--- config.mk ---
export PLATFORM = sky130hd
export DESIGN_NAME = wb_queue
export DESIGN_NICKNAME = d
export VERILOG_FILES = /design/src/rtl/wb_queue.sv
export SDC_FILE = /design/constraint.sdc
export NUM_CORES = 1
export LEC_CHECK = 0
export CORE_UTILIZATION = 40
export CTS_CLUSTER_DIAMETER = 200
export DETAILED_ROUTE_END_ITERATION = 8
export GPL_ROUTABILITY_DRIVEN = 0
export PLACE_DENSITY = 0.65
export SYNTH_ARGS = -nofsm -noshare
export SYNTH_HDL_FRONTEND = slang
export SYNTH_SLANG_ARGS = --single-unit
--- constraint.sdc ---
create_clock -name clk -period 2.91 [get_ports clk]
set_input_delay 0.4365 -clock clk [delete_from_list [all_inputs] [get_ports clk]]
set_output_delay 0.4365 -clock clk [all_outputs]
set_load 0.01 [all_outputs]
--- src/rtl/wb_queue.sv ---
// Write-back sequencer: buffers execute/memory results in order and drives the 8x20 register file write port.
// Latency: with an empty queue and hold low, a result accepted at edge N is on the write port during cycle N..N+1.
// Backpressure: wb_ready = (count < DEPTH), taken from registered state only; hold pauses draining but not accepting.
//
// Ports: clk/rst (synchronous, active-high); wb_valid/wb_ready/wb_reg/wb_data producer handshake;
//        hold pauses the output stage; reg_write/write_register/write_data registered RF write port;
//        lookup_reg -> lookup_hit/lookup_data combinational youngest-first pending-write search;
//        count = FIFO occupancy, not counting the output stage.
module wb_queue #(
    parameter int DEPTH  = 4,
    parameter int DATA_W = 20,
    parameter int ADDR_W = 3
) (
    input  logic                   clk,
    input  logic                   rst,
    input  logic                   wb_valid,
    output logic                   wb_ready,
    input  logic [ADDR_W-1:0]      wb_reg,
    input  logic [DATA_W-1:0]      wb_data,
    input  logic                   hold,
    output logic                   reg_write,
    output logic [ADDR_W-1:0]      write_register,
    output logic [DATA_W-1:0]      write_data,
    input  logic [ADDR_W-1:0]      lookup_reg,
    output logic                   lookup_hit,
    output logic [DATA_W-1:0]      lookup_data,
    output logic [$clog2(DEPTH):0] count
);
    localparam int PTR_W = $clog2(DEPTH);
    localparam int CNT_W = PTR_W + 1;

    // FIFO storage; contents deliberately not reset, validity comes from count_q.
    logic [ADDR_W-1:0] reg_mem_q [DEPTH];
    logic [DATA_W-1:0] dat_mem_q [DEPTH];

    logic [PTR_W-1:0]  wr_ptr_q, wr_ptr_d;
    logic [PTR_W-1:0]  rd_ptr_q, rd_ptr_d;
    logic [CNT_W-1:0]  count_q, count_d;
    logic              rw_q, rw_d;
    logic [ADDR_W-1:0] wreg_q, wreg_d;
    logic [DATA_W-1:0] wdat_q, wdat_d;

    logic              xfer;
    logic              fifo_nonempty;
    logic              pop;
    logic              push;
    logic [PTR_W-1:0]  idx;

    assign wb_ready      = (count_q < CNT_W'(DEPTH));
    assign xfer          = wb_valid && wb_ready;
    assign fifo_nonempty = (count_q != '0);
    assign pop           = !hold && fifo_nonempty;
    // An accepted result skips the FIFO only when the output stage can take it
    // directly and nothing older is waiting; otherwise it is queued.
    assign push          = xfer && (hold || fifo_nonempty);

    always_comb begin
        wr_ptr_d = wr_ptr_q;
        rd_ptr_d = rd_ptr_q;
        count_d  = count_q;
        rw_d     = 1'b0;
        wreg_d   = wreg_q;
        wdat_d   = wdat_q;

        if (pop) begin
            rw_d     = 1'b1;
            wreg_d   = reg_mem_q[rd_ptr_q];
            wdat_d   = dat_mem_q[rd_ptr_q];
            rd_ptr_d = rd_ptr_q + 1'b1;
        end else if (!hold && xfer) begin
            rw_d   = 1'b1;
            wreg_d = wb_reg;
            wdat_d = wb_data;
        end

        if (push) begin
            wr_ptr_d = wr_ptr_q + 1'b1;
        end

        if (push && !pop) begin
            count_d = count_q + 1'b1;
        end else if (pop && !push) begin
            count_d = count_q - 1'b1;
        end
    end

    always_ff @(posedge clk) begin
        if (rst) begin
            wr_ptr_q <= '0;
            rd_ptr_q <= '0;
            count_q  <= '0;
            rw_q     <= 1'b0;
            wreg_q   <= '0;
            wdat_q   <= '0;
        end else begin
            wr_ptr_q <= wr_ptr_d;
            rd_ptr_q <= rd_ptr_d;
            count_q  <= count_d;
            rw_q     <= rw_d;
            wreg_q   <= wreg_d;
            wdat_q   <= wdat_d;
        end
    end

    always_ff @(posedge clk) begin
        if (push) begin
            reg_mem_q[wr_ptr_q] <= wb_reg;
            dat_mem_q[wr_ptr_q] <= wb_data;
        end
    end

    // Walk oldest to youngest (output stage first, then head..tail-1) so the
    // last match, i.e. the youngest pending write, is what remains.
    always_comb begin
        lookup_hit  = 1'b0;
        lookup_data = '0;
        idx         = rd_ptr_q;
        if (rw_q && (wreg_q == lookup_reg)) begin
            lookup_hit  = 1'b1;
            lookup_data = wdat_q;
        end
        for (int k = 0; k < DEPTH; k++) begin
            idx = rd_ptr_q + PTR_W'(k);
            if ((CNT_W'(k) < count_q) && (reg_mem_q[idx] == lookup_reg)) begin
                lookup_hit  = 1'b1;
                lookup_data = dat_mem_q[idx];
            end
        end
    end

    assign reg_write      = rw_q;
    assign write_register = wreg_q;
    assign write_data     = wdat_q;
    assign count          = count_q;

endmodule
======== After elaboration in Yosys (flattened, before gate mapping) ========
Memories as Yosys holds them, arrays and structs flattened. A register that Yosys moved wholly into a read port is not among the register bits.
Index checks and enable logic that the tools add are counted.
cells by class
  add/sub/neg operators ................... 6
  equal/unequal tests ..................... 5
  order comparisons ....................... 5
  multiplexer cells ....................... 24
  reduce and logical (&&, ||, !) cells .... 18
operator list
  kind                                                                  number
  20-bit 2-to-1 mux                                                     7
  3-bit equality test                                                   5
  3-bit 2-to-1 mux                                                      4
  1-bit logical AND                                                     11
  1-bit 2-to-1 mux                                                      9
  2-bit 2-to-1 mux                                                      4
  1-bit by 3-bit < comparator with 1-bit output (first input constant)  2
  2-bit by 3-bit < comparator with 1-bit output (first input constant)  2
  2-bit by 1-bit adder with 2-bit output (second input constant)        2
  2-bit adder (second input constant)                                   2
  2-bit nonzero test                                                    2
  3-bit by 1-bit adder with 3-bit output (second input constant)        1
  1-bit zero test                                                       3
  3-bit < comparator (second input constant)                            1
  3-bit nonzero test                                                    1
  3-bit by 1-bit subtractor with 3-bit output (second input constant)   1
  1-bit logical OR                                                      1
word-level totals
  input bits .............................. 30
  flip-flop bits (word level) ............. 31
  memories kept ........................... 2
  memory bits (writable) .................. 92
  word-level logic and storage cells ...... 66
  output and inout port bits .............. 49
memories
  name       depth  width  rd ports  clocked after memory_dff  wr ports  line  RTL
  dat_mem_q  4      20     4         1                         1         34    logic [DATA_W-1:0] dat_mem_q [DEPTH];
  reg_mem_q  4      3      4         1                         1         33    logic [ADDR_W-1:0] reg_mem_q [DEPTH];

======== Depth between registers and ports, before layout ========
Gate-level depths: netlist of run 1.
  depth in word-level cells ............... 7
  depth in mapped cells ................... 11
  mapped depth without buffers ............ 9

======== Worst setup path before layout of run 1 ========
Ideal clock, no wire load.
  path kind ............................... flip-flop to output port
  start point ............................. register rd_ptr_q[0]
  end point ............................... output port lookup_data[10]
  required time ........................... 2474 ps
  arrival ................................. 2265 ps
  stages on the path, launching flop included .. 10
  setup slack ............................. 209 ps
  path buffers ............................ 3
  cells stage by stage .................... dfxtp_1 > buf_4 > mux2i_1 > mux2_2 > o2111ai_2 > and2_0 > clkbuf_1 > clkbuf_1 > o21ai_0 > o21ai_1
on the way
  cells in the longest elaborated chain, start to end .. 7
  elaborated cells between the ends (all ways) .. 14
  classes of those cells .................. add/sub: 3; eq/ne: 3; mux: 3; reduce/logical: 3; memory: 2
RTL lines
  element                                 line  RTL
  from (decl)                             37    logic [PTR_W-1:0] rd_ptr_q, rd_ptr_d;
  from (signal assigned)                  97    rd_ptr_q <= rd_ptr_d;
  2-bit by 1-bit adder with 2-bit output  123   idx = rd_ptr_q + PTR_W'(k);
  memory 4 x 3 bit                        n/a
  3-bit equality test                     124   if ((CNT_W'(k) < count_q) && (reg_mem_q[idx] == lookup_reg)) begin
  1-bit logical AND                       124
  20-bit 2-to-1 mux (2 in series)         124
  20-bit 2-to-1 mux *                     124
  to (decl)                               26    output logic [DATA_W-1:0] lookup_data,
Every way passes the cells marked *; elsewhere a longest branch is shown, timed or not.

==> summary.txt, run 1 <==
Drt
  – Vias/cell: 6.17
  – Drt initial violations: 447
  – DRT antenna net count: 0
  – DR DRC count: 4
  – Total wire length: 20900 microns
  – Avg WL per Cell: 23.5 microns
  – Vias: 5481
  – DR pass1 iterations: 9

CTS
  – CTS Sinks: 125
  – Cts bufs inserted: 17
  – H-tree levels: 4
  – Clk root buf: clkbuf_16
  – Worst skew pair latency: 0.41 ns
  – Clock-pin slew on the worst setup and hold paths: 0.06 ns
  – Max Root-Sink Buffers: 2
  – TritonCTS clock tree: built

Setup path
  – Worst R2R Setup Slack: 0.64 ns
  – CP Max Fanout: 7
  – Crit start category: flip-flop
  – Crit-path leading delay family: compound AO/OA/AOI/OAI gates
  – CP Cell Sequence: mux4_2 > xor2_2 > a2111oi_4 > nor2_2 > buf_6 > buf_12 > a221oi_2 > o21ai_1 > buf_2
  – CP peak stage delay: 0.53 ns
  – Setup CP Type: flip-flop to output port
  – WP buf/inv: 3
  – Worst setup EP type: output port
  – CP Data Arrival Time: 2.92 ns
  – Critical Path RT: 2.47 ns
  – CP max stage cell: mux4_2
  – Reg-to-Reg End: count[2]
  – Crit path depth: 9
  – CP Launch Point: reg_mem_q[3][2]
  – R2R Path Start: count[0]
  – CP Capture Point: lookup_data[10]
  – R2R depth: 8

Floorplan
  – Core Rows: 49
  – Die Height: 139 microns
  – Io pins: 79
  – Die X: 139 microns
  – Full die area: 19200 sq um
  – Core area: 18100 sq um
  – Starting Density: 41.2%

Finish
  – N_diodes: 0
  – Fin nets: 686
  – Layout area overhead: 30.6%
  – Layout cell share with drive strength beyond 1: 36.1%
  – Non-Filler Instances: 889

Yosys
  – Sequential fraction of the synthesis area: 45.8%
  – Syn Inst Count: 529
  – Synthesized area: 7470 sq um
  – Yosys reg bits: 125
  – Netlist cell types: 35
  – Post-Syn Area per Cell: 14.1 sq um
  – Post-synth EDFFs: 92
  – Syn_nets: 568
  – Main flop type after synthesis: edfxtp_1
  – Yosys warns: 0
  – Async set-reset flop share out of synthesis: 0%

STA
  – Fin crit share: 115%
  – Fmax: 298 MHz
  – RSZ-0062 raised after global routing: true
  – Slack of the critical path: -0.451 ns
  – Slew headroom: 51.3%
  – Setup TNS: -8.49 ns
  – Final setup fails: 21
  – Minimum clock period: 3.36 ns
  – Clk_skew: 0.00987 ns
  – Slew @ Worst Pin: 0.730 ns
  – Fin. max-slew vios: 0
  – Final Hold Vio Count: 0

Min path
  – Worst Hold Class: flip-flop to flip-flop

Placed design
  – Buffers on Ports: 78
  – Pre-CTS WS: -0.454 ns
  – Post-DP HPWL: 13100 microns
  – Placed Instances: 845

Pwr
  – Power per cell area: 863 nW/um^2
  – VDD IR max: 0.000557 V
  – Pleak: 3.40 nW
  – Total chip power: 0.00842 W

Global routing
  – Total grt overflow: 0
  – First-pass GRT wire length: 32400 microns
  – Largest net degree at the start of global routing: 48
  – Antenna violations before repair: 1
  – Vias in the first global route: 5611
  – Total track usage: 22.5%

Run status
  – Status: finished with violations
  – Violated checks: DRC, setup timing

Run
  – Max Cap Viol: 0
-- how the worst min path moves through the flow --
stage               cells past startpoint              to           from  slack (ns)
finish                                  2     wr_ptr_q[1]    wr_ptr_q[1]        0.57
global route                            2   write_data[3]  write_data[3]        0.61
CTS                                     2     wr_ptr_q[1]    wr_ptr_q[1]        0.57
detailed placement                      2     wr_ptr_q[1]    wr_ptr_q[1]        0.56
global placement                        2     wr_ptr_q[1]    wr_ptr_q[1]        0.53
floorplan                               1  write_data[19]            rst        0.51
-- placed cells by master, fill, tap and decap left out, types with 3 or more instances in the layout --
cell type	n
edfxtp_1	92
mux4_2	85
clkdlybuf4s50_1	57
buf_4	53
mux2i_1	50
nor2_1	39
dfxtp_1	30
a211oi_1	23
o21ai_0	22
nor2b_1	20
buf_2	20
clkbuf_16	18
o21ai_1	16
a221oi_2	16
xnor2_1	12
ha_1	9
buf_12	9
a21oi_1	7
xor2_1	7
inv_1	6
buf_6	6
and2_1	5
clkbuf_1	5
o21ai_2	4
clkinv_2	4
nand2b_1	3
mux2_2	3
nand2_1	3
a221oi_4	3
dfxtp_4	3
clkinv_1	3
bufinv_16	3
-- state kept, by name, summed over array words and instances (netlist names), named ones only --
name,count
wr_ptr_q,2
count,3
rd_ptr_q,2
write_register,3
reg_write,1
write_data,20
dat_mem_q,80
reg_mem_q,12
-- metal layers --
layer / global-route usage (%) / vias up / part of all wire [%]
li1: - / 2383 / -
met1: 28.4 / 2848 / 41
met2: 39.0 / 214 / 51
met4: 7.31 / 0 / 2.0
met5: 0 / - / 0
met3: 4.59 / 36 / 6.4
-- metrics by stage --
stage | utilization [%] | cell area [sq um] | hold slack [ns]
floorplan | - | 7470 | 0.509
global placement | 49.0 | 8900 | 0.531
detailed placement | 49.0 | 8900 | 0.561
CTS | 53.2 | 9650 | 0.572
global route | 53.7 | 9750 | 0.608
finish | 53.7 | 9750 | 0.566
-- Yosys cell counts, drive strengths merged (7+ instances only) --
cell     n  area [sq um]
mux4    85          1910
edfxtp  92          2760
a21oi    7          35.0
o21ai   42           210
mux2i   50           500
dfxtp   33           661
nor2    41           154
a211oi  23           173
nor2b   21           131
a221oi  20           175
ha       9           113
buf     20          95.1
xor2     8          70.1
clkbuf  30           113
xnor2   13           114
-- layout make-up --
class                   instances  area [sq um]
inverters                       6          22.5
fillers                      1452          8400
well taps                     229           287
clock buffers                  22           444
clock inverters                10           121
repair buffers                149          1410
multi-input cells             348          4030
flip-flops and latches        125          3430
-- worst min-delay path, stage by stage, from the launching register on --
cell and delay (ns):
dfxtp_1 0.34, mux2i_1 0.13, nor2_1 0.05
-- what timing repair did --
item,4_1_cts,5_1_grt
setup buffers,7,2
hold buffers,0,0
gates resized for setup,118,13
setup endpoints to repair,21,21
cloned,2,1
pin swaps,40,14
-- report_power, final --
group	total [W]	leakage (nW)	switching, W	internal (W)
clock	0.00206	0.278	0.000732	0.00133
combinational	0.00384	2.01	0.00186	0.00198
sequential	0.00252	1.11	0.000285	0.00224
total	0.00842	3.40	0.00287	0.00555
-- cell families after synthesis --
logic type                 count (synthesis)  synth area share (%)
muxes                                    138                  32.8
DFF                                      125                  45.8
AOI/OAI and AO/OA                         98                  8.95
and+or+nand+nor                           82                  5.38
buffers and inverters                     56                  3.08
xor gates and xnor gates                  21                  2.46
adders and majority gates                  9                  1.51
(Power assumes the default switching activity.)
==> inputs of run 2 (changes only) <==
--- a/config.mk
+++ b/config.mk
@@ -7,6 +7,7 @@
 export LEC_CHECK = 0
 export CORE_UTILIZATION = 40
 export CTS_CLUSTER_DIAMETER = 200
+export CTS_CLUSTER_SIZE = 20
 export DETAILED_ROUTE_END_ITERATION = 8
 export GPL_ROUTABILITY_DRIVEN = 0
 export PLACE_DENSITY = 0.65
==> results of run 2 <==
Same layout as run 1: the final DEF is identical, and so are final timing and power.
